===== src/rtl/spi_rom_fetch.sv =====
// Fetches one 16-bit word from a 25-series SPI EEPROM (mode 0, READ 0x03),
// with a single-entry last-word cache in front of it.
module spi_rom_fetch #(
  parameter int          CLK_DIV   = 4,
  parameter logic [23:0] BASE_ADDR = 24'h000000
) (
  input  logic        raw_clk,
  input  logic        reset,
  input  logic [14:0] word_address,
  input  logic        start,
  input  logic        invalidate,
  output logic [15:0] data_out,
  output logic        ready,
  output logic        busy,
  output logic        spi_cs,
  output logic        spi_clk,
  output logic        spi_mosi,
  input  logic        spi_miso
);

  typedef enum logic [2:0] {
    IDLE,
    SETUP,
    SHIFT,
    HOLD,
    DONE
  } state_t;

  localparam logic [7:0] DIV_M1  = 8'(CLK_DIV - 1);
  localparam logic [7:0] READ_OP = 8'h03;

  state_t      state;
  logic [7:0]  cnt;
  logic [5:0]  bitn;
  logic        phase;
  logic [31:0] sr;
  logic [15:0] rx;
  logic [14:0] addr_q;
  logic        c_valid;
  logic [14:0] c_addr;
  logic [15:0] c_word;

  logic [23:0] byte_addr;
  logic        cache_hit;
  logic        cnt_end;

  assign byte_addr = BASE_ADDR + {8'h00, word_address, 1'b0};
  assign cache_hit = c_valid && (c_addr == word_address) && !invalidate;
  assign cnt_end   = (cnt == DIV_M1);

  always_ff @(posedge raw_clk) begin
    if (reset) begin
      state    <= IDLE;
      cnt      <= '0;
      bitn     <= '0;
      phase    <= 1'b0;
      sr       <= '0;
      rx       <= '0;
      addr_q   <= '0;
      c_valid  <= 1'b0;
      c_addr   <= '0;
      c_word   <= '0;
      data_out <= '0;
      ready    <= 1'b0;
      busy     <= 1'b0;
      spi_cs   <= 1'b1;
      spi_clk  <= 1'b0;
      spi_mosi <= 1'b0;
    end else begin
      ready <= 1'b0;
      // a completing fill below overrides this clear
      if (invalidate) c_valid <= 1'b0;
      unique case (state)
        IDLE: begin
          if (start) begin
            busy   <= 1'b1;
            addr_q <= word_address;
            cnt    <= '0;
            if (cache_hit) begin
              state    <= DONE;
              ready    <= 1'b1;
              data_out <= c_word;
            end else begin
              sr       <= {READ_OP, byte_addr};
              spi_cs   <= 1'b0;
              spi_mosi <= READ_OP[7];
              bitn     <= '0;
              phase    <= 1'b0;
              state    <= SETUP;
            end
          end
        end
        SETUP: begin
          if (cnt_end) begin
            cnt      <= '0;
            spi_mosi <= sr[31];
            state    <= SHIFT;
          end else begin
            cnt <= cnt + 8'd1;
          end
        end
        SHIFT: begin
          if (!cnt_end) begin
            cnt <= cnt + 8'd1;
          end else begin
            cnt <= '0;
            if (!phase) begin
              phase   <= 1'b1;
              spi_clk <= 1'b1;
              rx      <= {rx[14:0], spi_miso};
              sr      <= {sr[30:0], 1'b0};
            end else begin
              phase   <= 1'b0;
              spi_clk <= 1'b0;
              if (bitn == 6'd47) begin
                state <= HOLD;
              end else begin
                bitn     <= bitn + 6'd1;
                spi_mosi <= sr[31];
              end
            end
          end
        end
        HOLD: begin
          if (cnt_end) begin
            state    <= DONE;
            spi_cs   <= 1'b1;
            ready    <= 1'b1;
            data_out <= rx;
            c_word   <= rx;
            c_addr   <= addr_q;
            c_valid  <= 1'b1;
          end else begin
            cnt <= cnt + 8'd1;
          end
        end
        DONE: begin
          state <= IDLE;
          busy  <= 1'b0;
        end
        default: state <= IDLE;
      endcase
    end
  end

endmodule

===== config.mk =====
export PLATFORM = sky130hd
export DESIGN_NAME = spi_rom_fetch
export DESIGN_NICKNAME = d
export VERILOG_FILES = /design/src/rtl/spi_rom_fetch.sv
export SDC_FILE = /design/constraint.sdc
export NUM_CORES = 1
export LEC_CHECK = 0
export ABC_AREA = 1
export BUFFER_PORTS_ARGS = -buffer_cell sky130_fd_sc_hd__buf_2
export CELL_PAD_IN_SITES_DETAIL_PLACEMENT = 1
export CELL_PAD_IN_SITES_GLOBAL_PLACEMENT = 2
export CORE_MARGIN = 1.5
export CORE_UTILIZATION = 30
export CTS_CLUSTER_SIZE = 28
export DETAILED_ROUTE_END_ITERATION = 7
export HOLD_SLACK_MARGIN = 0.06
export PLACE_DENSITY = 0.85
export SYNTH_ARGS = -nofsm -noshare
export SYNTH_HDL_FRONTEND = slang
export SYNTH_SLANG_ARGS = --single-unit

===== constraint.sdc =====
create_clock -name raw_clk -period 1.91 [get_ports raw_clk]
set_clock_uncertainty 0.2 [all_clocks]
set_input_delay 0.2865 -clock raw_clk [delete_from_list [all_inputs] [get_ports raw_clk]]
set_output_delay 0.2865 -clock raw_clk [all_outputs]
set_load 0.1 [all_outputs]

Word-level counts from Yosys, hierarchy flattened
Cells that the tools add are included.
W data, S select, Z words.
{"block": "op_classes", "n_addsub": 2, "multipliers": 0, "div_mod_pow": 0, "n_lt_le_gt_ge": 0, "eq_ne": 18, "n_shift": 0, "muxes": 48, "bitwise": 1, "reduce_logical": 23}
{"op": "$mux W32", "n": 4}
{"op": "$pmux W32 S2", "n": 1}
{"op": "$mux W16", "n": 3}
{"op": "$pmux W16 S2", "n": 1}
{"op": "$mux W6", "n": 5}
{"op": "$mux W8", "n": 3}
{"op": "$pmux W8 S3", "n": 1}
{"op": "$ne A2 B2 Y1 const B", "n": 11}
{"op": "$mux W3", "n": 7}
{"op": "$mux W1", "n": 16}
{"op": "$eq A15 B15 Y1", "n": 1}
{"op": "$pmux W3 S4", "n": 1}
{"op": "$pmux W6 S2", "n": 1}
{"op": "$reduce_and A4 Y1", "n": 3}
{"op": "$reduce_and A6 Y1", "n": 2}
{"op": "$add A8 B1 Y8 const B", "n": 1}
{"op": "$eq A8 B2 Y1 const B", "n": 1}
{"op": "$pmux W1 S2", "n": 4}
{"op": "$reduce_and A2 Y1", "n": 4}
{"op": "$reduce_and A7 Y1", "n": 1}
{"op": "$add A6 B1 Y6 const B", "n": 1}
{"op": "$eq A3 B2 Y1 const B", "n": 2}
{"op": "$eq A6 B6 Y1 const B", "n": 1}
{"op": "$reduce_and A3 Y1", "n": 2}
{"op": "11 further kinds", "n": 15}
{"block": "totals", "ff_bits": 134, "latch_bits": 0, "ram_bits": 0, "rom_bits": 0, "input_bits": 20, "output_inout_bits": 21, "memories": 0}

Longest topological paths before layout
{"block": "depth", "depth_word": 6, "depth_mapped": 12}

Worst setup path before layout
OpenSTA, ideal clock, no wires.
{"block": "synth_timing", "path_kind": "reg-to-reg", "from": "reg cnt[0]", "to": "reg bitn[0]", "setup_time_ns": 0.132, "arrival_ns": 1.509, "t_required_ns": 1.578, "slack_ns": 0.069, "stages_incl_launch_ff": 11, "path_buffers": 0, "cell_sequence": "dfxtp_1 ha_1 nand2_1 nor2_1 inv_1 nand2_1 nand2_1 nor2_2 nand3_2 nand2_1 a21oi_1"}
{"block": "synth_between", "elab_chain_cells": 3}
{"element": "start, declared", "line": "33", "source": "logic [7:0] cnt;"}
{"element": "start signal, assigned", "line": "99", "source": "cnt <= cnt + 8'd1;"}
{"element": "start signal, assigned", "line": "104", "source": "cnt <= cnt + 8'd1;"}
{"element": "start signal, assigned", "line": "134", "source": "cnt <= cnt + 8'd1;"}
{"element": "$eq A8 B2 Y1", "line": "49", "source": "assign cnt_end = (cnt == DIV_M1);"}
{"element": "$ne A2 B2 Y1 (no source line)"}
{"element": "$reduce_and A6 Y1 (no source line)"}
{"element": "end signal, assigned", "line": "118", "source": "bitn <= bitn + 6'd1;"}
{"element": "end, declared", "line": "34", "source": "logic [5:0] bitn;"}
Every way passes these cells.
A chain may end at the register's enable or synchronous reset.

Final worst setup path
{"block": "layout_timing", "from": "reg c_addr[7]", "to": "reg sr[28]"}
{"block": "layout_between", "elab_chain_cells": 5}
{"element": "start, declared", "line": "40", "source": "logic [14:0] c_addr;"}
{"element": "start signal, assigned", "line": "131", "source": "c_addr <= addr_q;"}
{"element": "$eq A15 B15 Y1", "line": "48", "source": "assign cache_hit = c_valid && (c_addr == word_address) && !invalidate;"}
{"element": "$logic_and A1 B1 Y1 (2 in series)", "line": "48"}
{"element": "$ne A2 B2 Y1 (no source line)"}
{"element": "$reduce_and A5 Y1 (no source line)"}
{"element": "end signal, assigned", "line": "84", "source": "sr <= {READ_OP, byte_addr};"}
{"element": "end signal, assigned", "line": "111", "source": "sr <= {sr[30:0], 1'b0};"}
{"element": "end, declared", "line": "36", "source": "logic [31:0] sr;"}
Every way passes these cells.

==> results.md <==
CTS:
- Counting every sink on the clock net gives 133.
- The total number of H-tree levels is 4.
- No sink is reached through more buffers than the 2 on the longest clock path.
- The root buffer selected by CTS is sky130_fd_sc_hd__clkbuf_16.
- Clock-pin slew was measured on the worst setup and hold paths at 0.06 ns.
- TritonCTS built the clock tree.
- The number of buffers created by CTS is 17.
- The clock insertion delay at the later pin of the skew report is 0.42 ns.

Synth:
- The total nets after synthesis is 884.
- In the synthesized netlist the async set-or-reset flop fraction comes to 0%.
- The synthesized instance count is 862.
- The predominant post-synthesis flop cell is sky130_fd_sc_hd__dfxtp_1.
- The netlist area before placement is 5860 um^2.
- The register bit count reported by yosys is 133.
- A synthesized cell averages 6.80 um^2.
- After synthesis, flip-flops and latches occupy 45.4% of the total area.
- After synthesis, the netlist uses 30 different library cells.
- The number of flops mapped to enable cells by yosys is 0.
- The number of warning messages in the yosys log is 0.

Route:
- The routed layout has 5878 vias.
- The number of vias per cell after detailed routing is 4.77.
- The length of the first detailed-routing pass in iterations is 4.
- The total wire length is 18.6 mm.
- Once detail routing completed, the nets flagged for antenna violations numbered 0.
- The detailed router finished its first iteration with 269 violations.
- The remaining routing DRC violations is 0.
- Dividing the detail-routed wire length by the instance count gives 15.1 um.

Critical path:
- The endpoint arrival time on the critical path is 2.07 ns.
- Counting cells, the worst reg-to-reg path comes to 12.
- The data required time at the worst endpoint is 2.06 ns.
- STA classifies the critical path startpoint as a register.
- The worst setup path is of the reg -> reg kind.
- Across all register-to-register paths, the minimum setup slack is -0.01 ns.
- The end of the worst register-to-register path is sr[28].
- STA classifies the critical path endpoint as a register.
- In this run the worst path has a maximum fanout of 11.
- In this run the worst setup path begins at c_addr[7].
- The critical path ends at sr[28].
- In this run the critical register-to-register path is launched from c_addr[7].

Placement:
- The final weighted congestion of routability-driven global placement is 0.785.
- The number of port buffers is 40.
- Prior to clock tree synthesis, the placed netlist has a worst setup slack of -0.0911 ns.
- After detailed placement, the design holds a cell count of 1175.
- The detailed placer's ending HPWL is 11.2 mm.

Global routing:
- After global routing, the most crowded layer is met2.
- The number of antenna violations at the first check in global routing came to 0.
- The total overflow left after global routing is 0.
- The met3 capacity usage during global routing is 3.32%.
- For this run, global-route usage on met2 was measured as 29.3%.
- The global-route wire length before repair is 27.5 mm.
- For this run, global-route usage on met1 was measured as 21.7%.
- The number of global-route vias before repair is 5631.
- The total global-route track usage is 17.1%.
- Entering global routing, the biggest net connects 52 pins.

Timing:
- The count of final max-slew check failures is 0.
- Setup repair after global routing could not meet its margin everywhere.
- The headroom to the max-slew limit is 60.8%.
- The final critical-path required period is 1.92 ns.
- For the pin with the worst max-slew slack, the measured transition is 0.588 ns.
- The final number of hold-violating endpoints is 0.
- After layout, the worst setup slack is -0.0107 ns.
- After routing, the total negative slack on setup checks comes to -0.0107 ns.
- The highest clock rate is 521 MHz.
- The share of the clock period used by the worst path is 101%.
- Setup violations remaining at the end of the flow were counted as 1.

Cells and area:
- The footprint of the multi-input gates is 2970 um^2.
- The proportion of layout cells with a drive suffix above 1 is 27.5%.
- The net count reported at finish is 981.
- Once layout is complete, the utilization of the core stands at 42.3%.
- The sequential cells in the finished layout cover a total of 2700 um^2.
- After the flow finishes, the layout carries non-filler instances totaling 1232.
- 0 antenna diodes ended up in the layout.
- Counting the fill cells in the layout gives 2358.
- The area growth from synthesis to final layout is 36.8%.

Floorplanning:
- The floorplan step defined a die boundary enclosing 20400 um^2.
- The effective utilization at floorplan is 30.9%.
- The placement row count is 50.
- During I/O placement, the number of pins put on the boundary was 41.
- The floorplan core area is 19000 um^2.
- From bottom edge to top edge, the die measures 143 um.
- In this run the horizontal extent of the chip is 143 um.

Status:
- The final reports fail on negative setup slack.
- The run finished, with violations left.

Power:
- The maximum resistive drop on vdd is 753 uV.
- The leakage dissipation is 3.38 nW.
- The total power density per cell area is 1210 nW/um^2.
- Overall power consumption after layout is estimated at 9.66 mW.

Run:
- Across the run, the number of max-cap violations was 0.

Worst hold path:
- The class of the tightest hold or removal check is in -> reg.
==> kinds of logic after synthesis <==
kind of cell    after synthesis  synth area share, %
fa+ha+maj                     2                0.427
simple gates                407                 28.6
compound gates              180                 15.8
flops                       133                 45.4
xor+xnor                      5                0.747
buf+inv                     134                 8.88
mux                           1                0.171
==> Yosys cell counts (all sizes together) (2+ instances only) <==
cell	number	area share (%)
dfxtp	133	45
nor3	2	0.17
clkinv	2	0.15
xor2	3	0.45
a21oi	95	8.3
ha	2	0.43
clkbuf	29	1.9
o21ai	82	7.1
inv	87	5.6
nand3	30	3.0
xnor2	2	0.30
nand2	234	15
buf	16	1.3
nand4	26	2.8
nor2	113	7.3
==> area by class of cell <==
cell class,instances,area share (%)
flip-flops and latches,133,33.6
clock buffers,18,5.48
inverters,89,4.31
clock inverters,14,1.76
well taps,260,4.06
multi-input cells,595,37.0
repair buffers,123,13.7
==> timing repair <==
action / in CTS / in global routing
pin swaps: 0 / 32
endpoints found under the hold margin: 13 / 0
gates cloned: 0 / 8
setup buffers: 0 / 5
setup endpoints to repair: 65 / 97
hold buffers: 12 / 0
resized for setup: 6 / 133
==> critical path: stages (launching register included) <==
cell                        delay, ns
sky130_fd_sc_hd__dfxtp_2         0.32
sky130_fd_sc_hd__inv_1           0.06
sky130_fd_sc_hd__nand2_1         0.10
sky130_fd_sc_hd__nand2_2         0.07
sky130_fd_sc_hd__nor2_4          0.09
sky130_fd_sc_hd__nand2_2         0.06
sky130_fd_sc_hd__nor2_1          0.12
sky130_fd_sc_hd__nand3_1         0.11
sky130_fd_sc_hd__buf_6           0.15
sky130_fd_sc_hd__nand3_4         0.16
sky130_fd_sc_hd__clkbuf_16       0.20
sky130_fd_sc_hd__nand2_1         0.07
sky130_fd_sc_hd__a21oi_2         0.12
==> report_power, final <==
group,internal [mW],total [mW],switching (mW)
Clock,1.86,3.24,1.37
Sequential,3.08,3.24,0.152
Combinational,1.23,3.19,1.96
Total,6.18,9.66,3.48
==> sequential cells by signal (all words and copies together) (netlist names) <==
name	cells
addr_q	15
bitn	6
busy	1
c_addr	15
c_valid	1
c_word	16
cnt	8
data_out	16
phase	1
ready	1
rx	16
spi_clk	1
spi_cs	1
spi_mosi	1
sr	31
state	3
==> cell usage in the layout (no fill, tap or decap), drive strengths merged, types with 2 or more instances in the layout <==
cell type	n
a21oi	95
buf	105
clkbuf	24
clkinv	6
clkinvlp	2
dfxtp	133
dlygate4sd3	12
ha	2
inv	94
nand2	234
nand3	30
nand4	26
nor2	113
nor3	2
o21ai	82
xnor2	2
xor2	3
==> per-layer routing <==
layer / wire length, um / up-vias
met5: 0 / -
met3: 489 / 25
met1: 8720 / 2804
met2: 9070 / 87
li1: - / 2962
met4: 286 / 0
==> worst min path at each step <==
stage            endpoint  slack, ns        startpoint  depth (start not counted)
2_1_floorplan      cnt[4]       0.23            cnt[4]                          2
3_3_place_gp    addr_q[3]       0.25         addr_q[3]                          2
3_5_place_dp    addr_q[9]       0.25         addr_q[9]                          2
4_1_cts        addr_q[12]       0.08  word_address[12]                          4
5_1_grt         addr_q[5]       0.11   word_address[5]                          4
6_report       addr_q[12]       0.09  word_address[12]                          4
==> through the flow <==
stage                     cell area, um^2  hold WS, ns
after floorplan                      5860        0.234
after global placement               6730        0.248
after detailed placement             6730        0.251
after CTS                            7440       0.0760
after global routing                 8020        0.107
final                                8020       0.0934
(Power assumes the default switching activity.)
